`src/rtl/leaf_kernel_bridge.sv`:
```
// leaf_kernel_bridge: elastic bridge between the leaf_interface user side and an
// HLS kernel with ap_vld/ap_ack streams and ap_ctrl_hs run control. Every stream
// passes through a first-word-fall-through FIFO; a small FSM issues ap_start.

// Per-channel FWFT FIFO. Accept is a registered copy of "not full" so that it is
// low while in reset and rises on the first clock after reset is released.
module leaf_kernel_bridge_fifo #(
  parameter int unsigned WIDTH     = 32,
  parameter int unsigned ADDR_BITS = 2
) (
  input  logic                 clk,
  input  logic                 reset,
  input  logic                 clear,
  input  logic [WIDTH-1:0]     wr_data,
  input  logic                 wr_vld,
  output logic                 wr_ack,
  output logic [WIDTH-1:0]     rd_data,
  output logic                 rd_vld,
  input  logic                 rd_ack,
  output logic [ADDR_BITS:0]   level
);
  localparam int unsigned DEPTH = 1 << ADDR_BITS;
  localparam logic [ADDR_BITS:0] FULL_LEVEL = (ADDR_BITS + 1)'(DEPTH);
  localparam logic [ADDR_BITS:0] LVL_ONE    = (ADDR_BITS + 1)'(1);
  localparam logic [ADDR_BITS-1:0] PTR_ONE  = ADDR_BITS'(1);

  logic [WIDTH-1:0]     mem [DEPTH];
  logic [ADDR_BITS-1:0] wr_ptr;
  logic [ADDR_BITS-1:0] rd_ptr;
  logic [ADDR_BITS:0]   level_q;
  logic [ADDR_BITS:0]   level_d;
  logic                 ack_q;
  logic                 wr_en;
  logic                 rd_en;

  assign wr_en   = wr_vld & ack_q;
  assign rd_vld  = (level_q != '0);
  assign rd_en   = rd_vld & rd_ack;
  assign wr_ack  = ack_q;
  assign rd_data = mem[rd_ptr];
  assign level   = level_q;

  // Next occupancy; a clear wins over any concurrent write or read.
  always_comb begin
    level_d = level_q;
    if (clear) begin
      level_d = '0;
    end else if (wr_en && !rd_en) begin
      level_d = level_q + LVL_ONE;
    end else if (!wr_en && rd_en) begin
      level_d = level_q - LVL_ONE;
    end
  end

  // Pointers, occupancy and the registered accept flag.
  always_ff @(posedge clk or negedge reset) begin
    if (!reset) begin
      wr_ptr  <= '0;
      rd_ptr  <= '0;
      level_q <= '0;
      ack_q   <= 1'b0;
    end else begin
      level_q <= level_d;
      ack_q   <= (level_d != FULL_LEVEL);
      if (clear) begin
        wr_ptr <= '0;
        rd_ptr <= '0;
      end else begin
        if (wr_en) wr_ptr <= wr_ptr + PTR_ONE;
        if (rd_en) rd_ptr <= rd_ptr + PTR_ONE;
      end
    end
  end

  // Storage; zeroed on reset so the fall-through data output reads 0 in reset.
  always_ff @(posedge clk or negedge reset) begin
    if (!reset) begin
      for (int unsigned i = 0; i < DEPTH; i++) begin
        mem[i] <= '0;
      end
    end else if (wr_en && !clear) begin
      mem[wr_ptr] <= wr_data;
    end
  end
endmodule

module leaf_kernel_bridge #(
  parameter int unsigned NUM_IN_PORTS    = 1,
  parameter int unsigned NUM_OUT_PORTS   = 1,
  parameter int unsigned PAYLOAD_BITS    = 32,
  parameter int unsigned FIFO_DEPTH_BITS = 2,
  parameter int unsigned AUTO_START      = 0
) (
  input  logic                                        clk,
  input  logic                                        reset,
  input  logic                                        flush,
  input  logic                                        ap_start,
  input  logic [NUM_IN_PORTS*PAYLOAD_BITS-1:0]        dout_leaf_interface2user,
  input  logic [NUM_IN_PORTS-1:0]                     vld_interface2user,
  output logic [NUM_IN_PORTS-1:0]                     ack_user2interface,
  output logic [NUM_OUT_PORTS*PAYLOAD_BITS-1:0]       din_leaf_user2interface,
  output logic [NUM_OUT_PORTS-1:0]                    vld_user2interface,
  input  logic [NUM_OUT_PORTS-1:0]                    ack_interface2user,
  output logic [NUM_IN_PORTS*PAYLOAD_BITS-1:0]        k_in_data,
  output logic [NUM_IN_PORTS-1:0]                     k_in_vld,
  input  logic [NUM_IN_PORTS-1:0]                     k_in_ack,
  input  logic [NUM_OUT_PORTS*PAYLOAD_BITS-1:0]       k_out_data,
  input  logic [NUM_OUT_PORTS-1:0]                    k_out_vld,
  output logic [NUM_OUT_PORTS-1:0]                    k_out_ack,
  output logic                                        k_ap_start,
  input  logic                                        k_ap_ready,
  input  logic                                        k_ap_done,
  output logic                                        busy,
  output logic [15:0]                                 run_count,
  output logic [NUM_IN_PORTS*(FIFO_DEPTH_BITS+1)-1:0] in_level
);
  localparam int unsigned LW = FIFO_DEPTH_BITS + 1;

  localparam logic [1:0] ST_IDLE  = 2'd0;
  localparam logic [1:0] ST_START = 2'd1;
  localparam logic [1:0] ST_RUN   = 2'd2;

  logic [1:0] state_q;
  logic [1:0] state_d;
  logic       fifo_clear;
  logic       go;
  logic       run_done;
  logic       auto_en;

  assign fifo_clear = flush & (state_q == ST_IDLE);
  assign auto_en    = (AUTO_START != 0);
  assign go         = ap_start | (auto_en & (&k_in_vld));

  for (genvar i = 0; i < NUM_IN_PORTS; i++) begin : g_in
    leaf_kernel_bridge_fifo #(
      .WIDTH     (PAYLOAD_BITS),
      .ADDR_BITS (FIFO_DEPTH_BITS)
    ) u_fifo (
      .clk     (clk),
      .reset   (reset),
      .clear   (fifo_clear),
      .wr_data (dout_leaf_interface2user[i*PAYLOAD_BITS +: PAYLOAD_BITS]),
      .wr_vld  (vld_interface2user[i]),
      .wr_ack  (ack_user2interface[i]),
      .rd_data (k_in_data[i*PAYLOAD_BITS +: PAYLOAD_BITS]),
      .rd_vld  (k_in_vld[i]),
      .rd_ack  (k_in_ack[i]),
      .level   (in_level[i*LW +: LW])
    );
  end

  for (genvar j = 0; j < NUM_OUT_PORTS; j++) begin : g_out
    logic [LW-1:0] out_level;
    leaf_kernel_bridge_fifo #(
      .WIDTH     (PAYLOAD_BITS),
      .ADDR_BITS (FIFO_DEPTH_BITS)
    ) u_fifo (
      .clk     (clk),
      .reset   (reset),
      .clear   (fifo_clear),
      .wr_data (k_out_data[j*PAYLOAD_BITS +: PAYLOAD_BITS]),
      .wr_vld  (k_out_vld[j]),
      .wr_ack  (k_out_ack[j]),
      .rd_data (din_leaf_user2interface[j*PAYLOAD_BITS +: PAYLOAD_BITS]),
      .rd_vld  (vld_user2interface[j]),
      .rd_ack  (ack_interface2user[j]),
      .level   (out_level)
    );
  end

  // Run-control next state; ready and done together in START finish the run at once.
  always_comb begin
    state_d  = state_q;
    run_done = 1'b0;
    case (state_q)
      ST_IDLE: begin
        if (go && !flush) state_d = ST_START;
      end
      ST_START: begin
        if (k_ap_ready) begin
          if (k_ap_done) begin
            state_d  = ST_IDLE;
            run_done = 1'b1;
          end else begin
            state_d = ST_RUN;
          end
        end
      end
      ST_RUN: begin
        if (k_ap_done) begin
          state_d  = ST_IDLE;
          run_done = 1'b1;
        end
      end
      default: state_d = ST_IDLE;
    endcase
  end

  // State register and saturating completed-run counter.
  always_ff @(posedge clk or negedge reset) begin
    if (!reset) begin
      state_q   <= ST_IDLE;
      run_count <= '0;
    end else begin
      state_q <= state_d;
      if (run_done && (run_count != '1)) begin
        run_count <= run_count + 16'd1;
      end
    end
  end

  assign k_ap_start = (state_q == ST_START);
  assign busy       = (state_q != ST_IDLE);
endmodule

```
`config.mk`:
```
export PLATFORM = sky130hd
export DESIGN_NAME = leaf_kernel_bridge
export DESIGN_NICKNAME = d
export VERILOG_FILES = /design/src/rtl/leaf_kernel_bridge.sv
export SDC_FILE = /design/constraint.sdc
export NUM_CORES = 1
export LEC_CHECK = 0
export CAP_MARGIN = 20
export CORE_MARGIN = 8
export CORE_UTILIZATION = 50
export DETAILED_ROUTE_END_ITERATION = 16
export PLACE_DENSITY = 0.74
export SLEW_MARGIN = 20
export SYNTH_ARGS = -nofsm -noshare
export SYNTH_HDL_FRONTEND = slang
export SYNTH_HIERARCHICAL = 1
export SYNTH_SLANG_ARGS = --single-unit
export TNS_END_PERCENT = 50
```
`constraint.sdc`:
```
create_clock -name clk -period 4.08 [get_ports clk]
set_input_delay 0.408 -clock clk [delete_from_list [all_inputs] [get_ports clk]]
set_output_delay 0.408 -clock clk [all_outputs]
set_load 0.02 [all_outputs]
```
==> results <==
- The run finished with clean final reports.
- The post-synthesis average cell area is 16.0 um2.
- The clock reaches the later pin of the worst-skew pair after 0.54 ns.
- The detailed-routing iteration count for the pre-antenna-repair pass is 4.
- The number of clock sinks is 290.
- The Yosys warning count is 6.
- In the routed design, unresolved DRC markers number 0.
- The total area of sequential cells is 0.00726 mm2.
- Power spread over the standard cell area amounts to 857 mW/mm2.
- The chip width is 178 um.
- The top fanout value on the critical path is 21.
- For this run, the leading register cell type out of synthesis is dfrtp_1.
- The mapped netlist covers 0.0131 mm2.
- Of the post-synthesis cell area, the dominant cell type holds 0.554.
- Leaving out fill and tap cells, the most frequent cells in the layout are dfrtp_1 (288), mux2_1 (256), clkdlybuf4s50_1 (161).
- The initial antenna violation count was 0.
- The number of I/O port buffers is 162.
- The type of element launching the critical path is a flip-flop.
- The first global-routing pass estimated 44,200 um of wire.
- The number of nets handed over by synthesis was 910.
- For this design the top-level I/O count stands at 163.
- The worst path arrival time is 2.86 ns.
- The overall via count from detail_route is 7,369.
- Of all flip-flops after synthesis, the portion carrying an async set or reset was 1.00.
- The worst-case setup margin in the final layout is 0.811 ns.
- Summing all multi-input logic gate instances after layout gives 0.00553 mm2.
- Buffers inserted during clock tree synthesis total 30.
- Measured on the finished design, the core utilization comes to 0.623.
- The cell at the root of the clock tree is clkbuf_16.
- After routing, the total negative slack on setup checks comes to 0 ns.
- Across every metal layer, demand over resource in global routing totals 0.174.
- The layout net count is 1,078.
- The number of synthesized flops with an enable pin is 0.
- The TritonCTS clock tree is done.
- The cell count after placement is 1,287.
- The die covers 0.0316 mm2.
- Measured along the y axis, the die boundary spans 178 um.
- The post-placement cell area is 0.0150 mm2.
- The worst hold-check slack is 0.413 ns.
- The share of cells above drive strength 1 is 0.171.
- Setup repair after global routing left no endpoint under its margin.
- The initial DRC count is 341.
- In this run, distinct cell masters in the synthesized netlist total 50.
- The H-tree depth is 1.
- In the finished design, the share of the clock period the worst path needs comes to 0.801.
- The post-layout instance area is 0.0161 mm2.
- The library cell with the largest summed area after synthesis is dfrtp_1.
- The clock period minus worst slack is 3.27 ns.
- The worst reg2reg path startpoint is state_q[0].
- The largest clock skew in the final design is 0.0102 ns.
- For this run the aggregate overflow at the end of global routing stands at 0.
- The total count of hold-check failures in the final report came to 0.
- The maximum clock frequency is 306 MHz.
- The depth of the worst register-to-register path is 7.
- The layout overhead on the synthesized area is 23.3%.
- The number of instances resized during post-cts repair is 0.
- The repair_antennas step left the layout with diodes totalling 0.
- The post-synthesis instance total is 817.
- At the worst endpoint, the required time is 3.67 ns.
- The average routed wire per standard cell is 19.9 um.
- The synthesized design contains 290 register bits.
- The via-per-instance ratio is 5.48.
- The total number of placement rows is 59.
- The placeable core region is 0.0259 mm2.
- At the end of routability-driven placement, the weighted congestion stood at 0.813.
- The total routed wirelength is 26,800 um.
- Setup violations remaining at the end of the flow were counted as 0.
- The worst voltage drop across the vdd grid is 0.000655 V.
- The half-perimeter wire length after detailed placement is 17,100 um.
- The number of standard cells in the layout, taps in and fillers out is 1,344.
- The max-slew violation count is 0.
- In this run the deepest clock path goes through 3 buffers.
- At the pin with the least slew margin, the transition time is 0.828 ns.
- The largest net degree at the start of global routing is 79.
- The critical path in this run is classified as flip-flop to primary output.
- The worst slack at placement is 1.25 ns.
- STA classifies the critical path endpoint as a primary output.
- The number of fillers in the final layout is 1,921.
- The design draws 13.8 mW.
- Across the run, the number of max-cap violations was 0.
- The detail route stage leaves a number of antenna-violating nets equal to 0.
- Summed over all cells, the static leakage comes to 6.87 nW.
- The part of the Yosys area used for sequential elements is 0.554.
- The worst reg2reg path endpoint is g_in[0].u_fifo/mem[84].
- In this run the register-to-register setup slack is 1.48 ns.
- The via count of the first global-routing pass is 8,180.
- Clock-pin slew was measured on the worst setup and hold paths at 0.06 ns.
- Leaving out fill and tap cells, the most frequent cell in the layout is dfrtp_1.
- The path class of the tightest hold or removal check is input port to async pin.
- Ranked by total cell area, the synthesized netlist is headed by dfrtp_1 (55%), mux2_1 (22%), mux4_2 (11%).
- In this run the tightest slew margin relative to its limit is 0.448.
- The initial standard-cell utilization of the core is 0.505.
[worst max-delay path, stage by stage (launching register included)]
cell	delay, ns
dfrtp_2	0.84
buf_4	0.36
mux4_2	0.55
clkdlybuf4s50_1	0.56
[where the power goes]
group | total, mW | switching, mW | internal [mW]
clock network | 2.96 | 1.12 | 1.84
registers | 5.06 | 0.796 | 4.27
logic | 5.81 | 2.59 | 3.22
total | 13.8 | 4.51 | 9.32
[how the worst max path moves through the flow]
| stage | from | end | slack [ns] | depth (start not counted) |
|---|---|---|---|---|
| 2_1_floorplan | g_in[0].u_fifo/level[0] | g_in[0].u_fifo/wr_ack | 2.05 | 8 |
| 3_3_place_gp | flush | g_out[0].u_fifo/mem[10] | 1.29 | 6 |
| 3_5_place_dp | flush | g_out[0].u_fifo/mem[10] | 1.25 | 6 |
| 4_1_cts | g_out[0].u_fifo/rd_ptr[0] | din_leaf_user2interface[20] | 0.70 | 3 |
| 5_1_grt | g_out[0].u_fifo/rd_ptr[0] | din_leaf_user2interface[20] | 0.61 | 3 |
| 6_report | g_out[0].u_fifo/rd_ptr[0] | din_leaf_user2interface[20] | 0.81 | 3 |
[metal layers]
metal | up-vias | global-route usage | wire [um]
li1 | 3334 | - | -
met1 | 3861 | 0.230 | 11700
met2 | 138 | 0.289 | 13200
met3 | 36 | 0.0370 | 1400
met4 | 0 | 0.0427 | 569
met5 | - | 0 | 0
[sequential cells by signal, indices dropped and copies added (netlist names)]
register,count
state_q,2
g_in.u_fifo/rd_ptr,2
g_in.u_fifo/level,3
g_in.u_fifo/wr_ptr,2
g_out.u_fifo/level,3
g_in.u_fifo/mem,128
g_out.u_fifo/wr_ptr,2
g_out.u_fifo/mem,128
run_count,16
g_out.u_fifo/wr_ack,1
g_in.u_fifo/wr_ack,1
g_out.u_fifo/rd_ptr,2
[cells in the mapped netlist (2+ instances only)]
library cell,instances
a21oi_1,4
buf_6,4
nand2b_4,2
nand2_2,2
xnor2_4,2
nor4_1,3
inv_1,12
clkbuf_1,11
nand2_1,23
dfrtp_1,290
nand4_4,2
buf_2,24
nor3_2,2
mux2_2,5
nand4_1,4
nor2_1,11
a21o_1,2
o21ai_1,2
nand3_1,6
a211oi_2,4
maj3_2,2
nor2_2,2
o21ai_0,2
mux4_2,64
or4_1,2
mux2_1,256
and2_4,2
nor3_1,6
ha_1,19
inv_2,2
buf_4,6
xor2_1,10
nor2b_4,2
and3_2,3
a31oi_1,2
xnor2_1,8
[area by class of cell]
class                      instances  share of cell area
clock buffer                      39              0.0524
clock inverter                    17              0.0150
inverter                          14             0.00326
multi-input combinational        468               0.342
sequential                       290               0.450
tap                              335              0.0260
timing repair buffer             181               0.111
[cells by family (layout without fill, tap and decap cells)]
family                     after synthesis  count (layout)  share of synthesized area
muxes                                  325             325                      0.335
DFF                                    290             290                      0.554
and+or+nand+nor                         80              80                     0.0387
buffers and inverters                   59             251                     0.0232
AOI/OAI and AO/OA                       22              22                     0.0127
adders and majority gates               21              21                     0.0199
xor gates and xnor gates                20              20                     0.0163
[what timing repair did]
item / CTS / global route
hold endpoints to repair: 73 / 0
buffers inserted: 0 / 0
hold buffers: 1 / 0
Power figures use the tool's default switching activity.
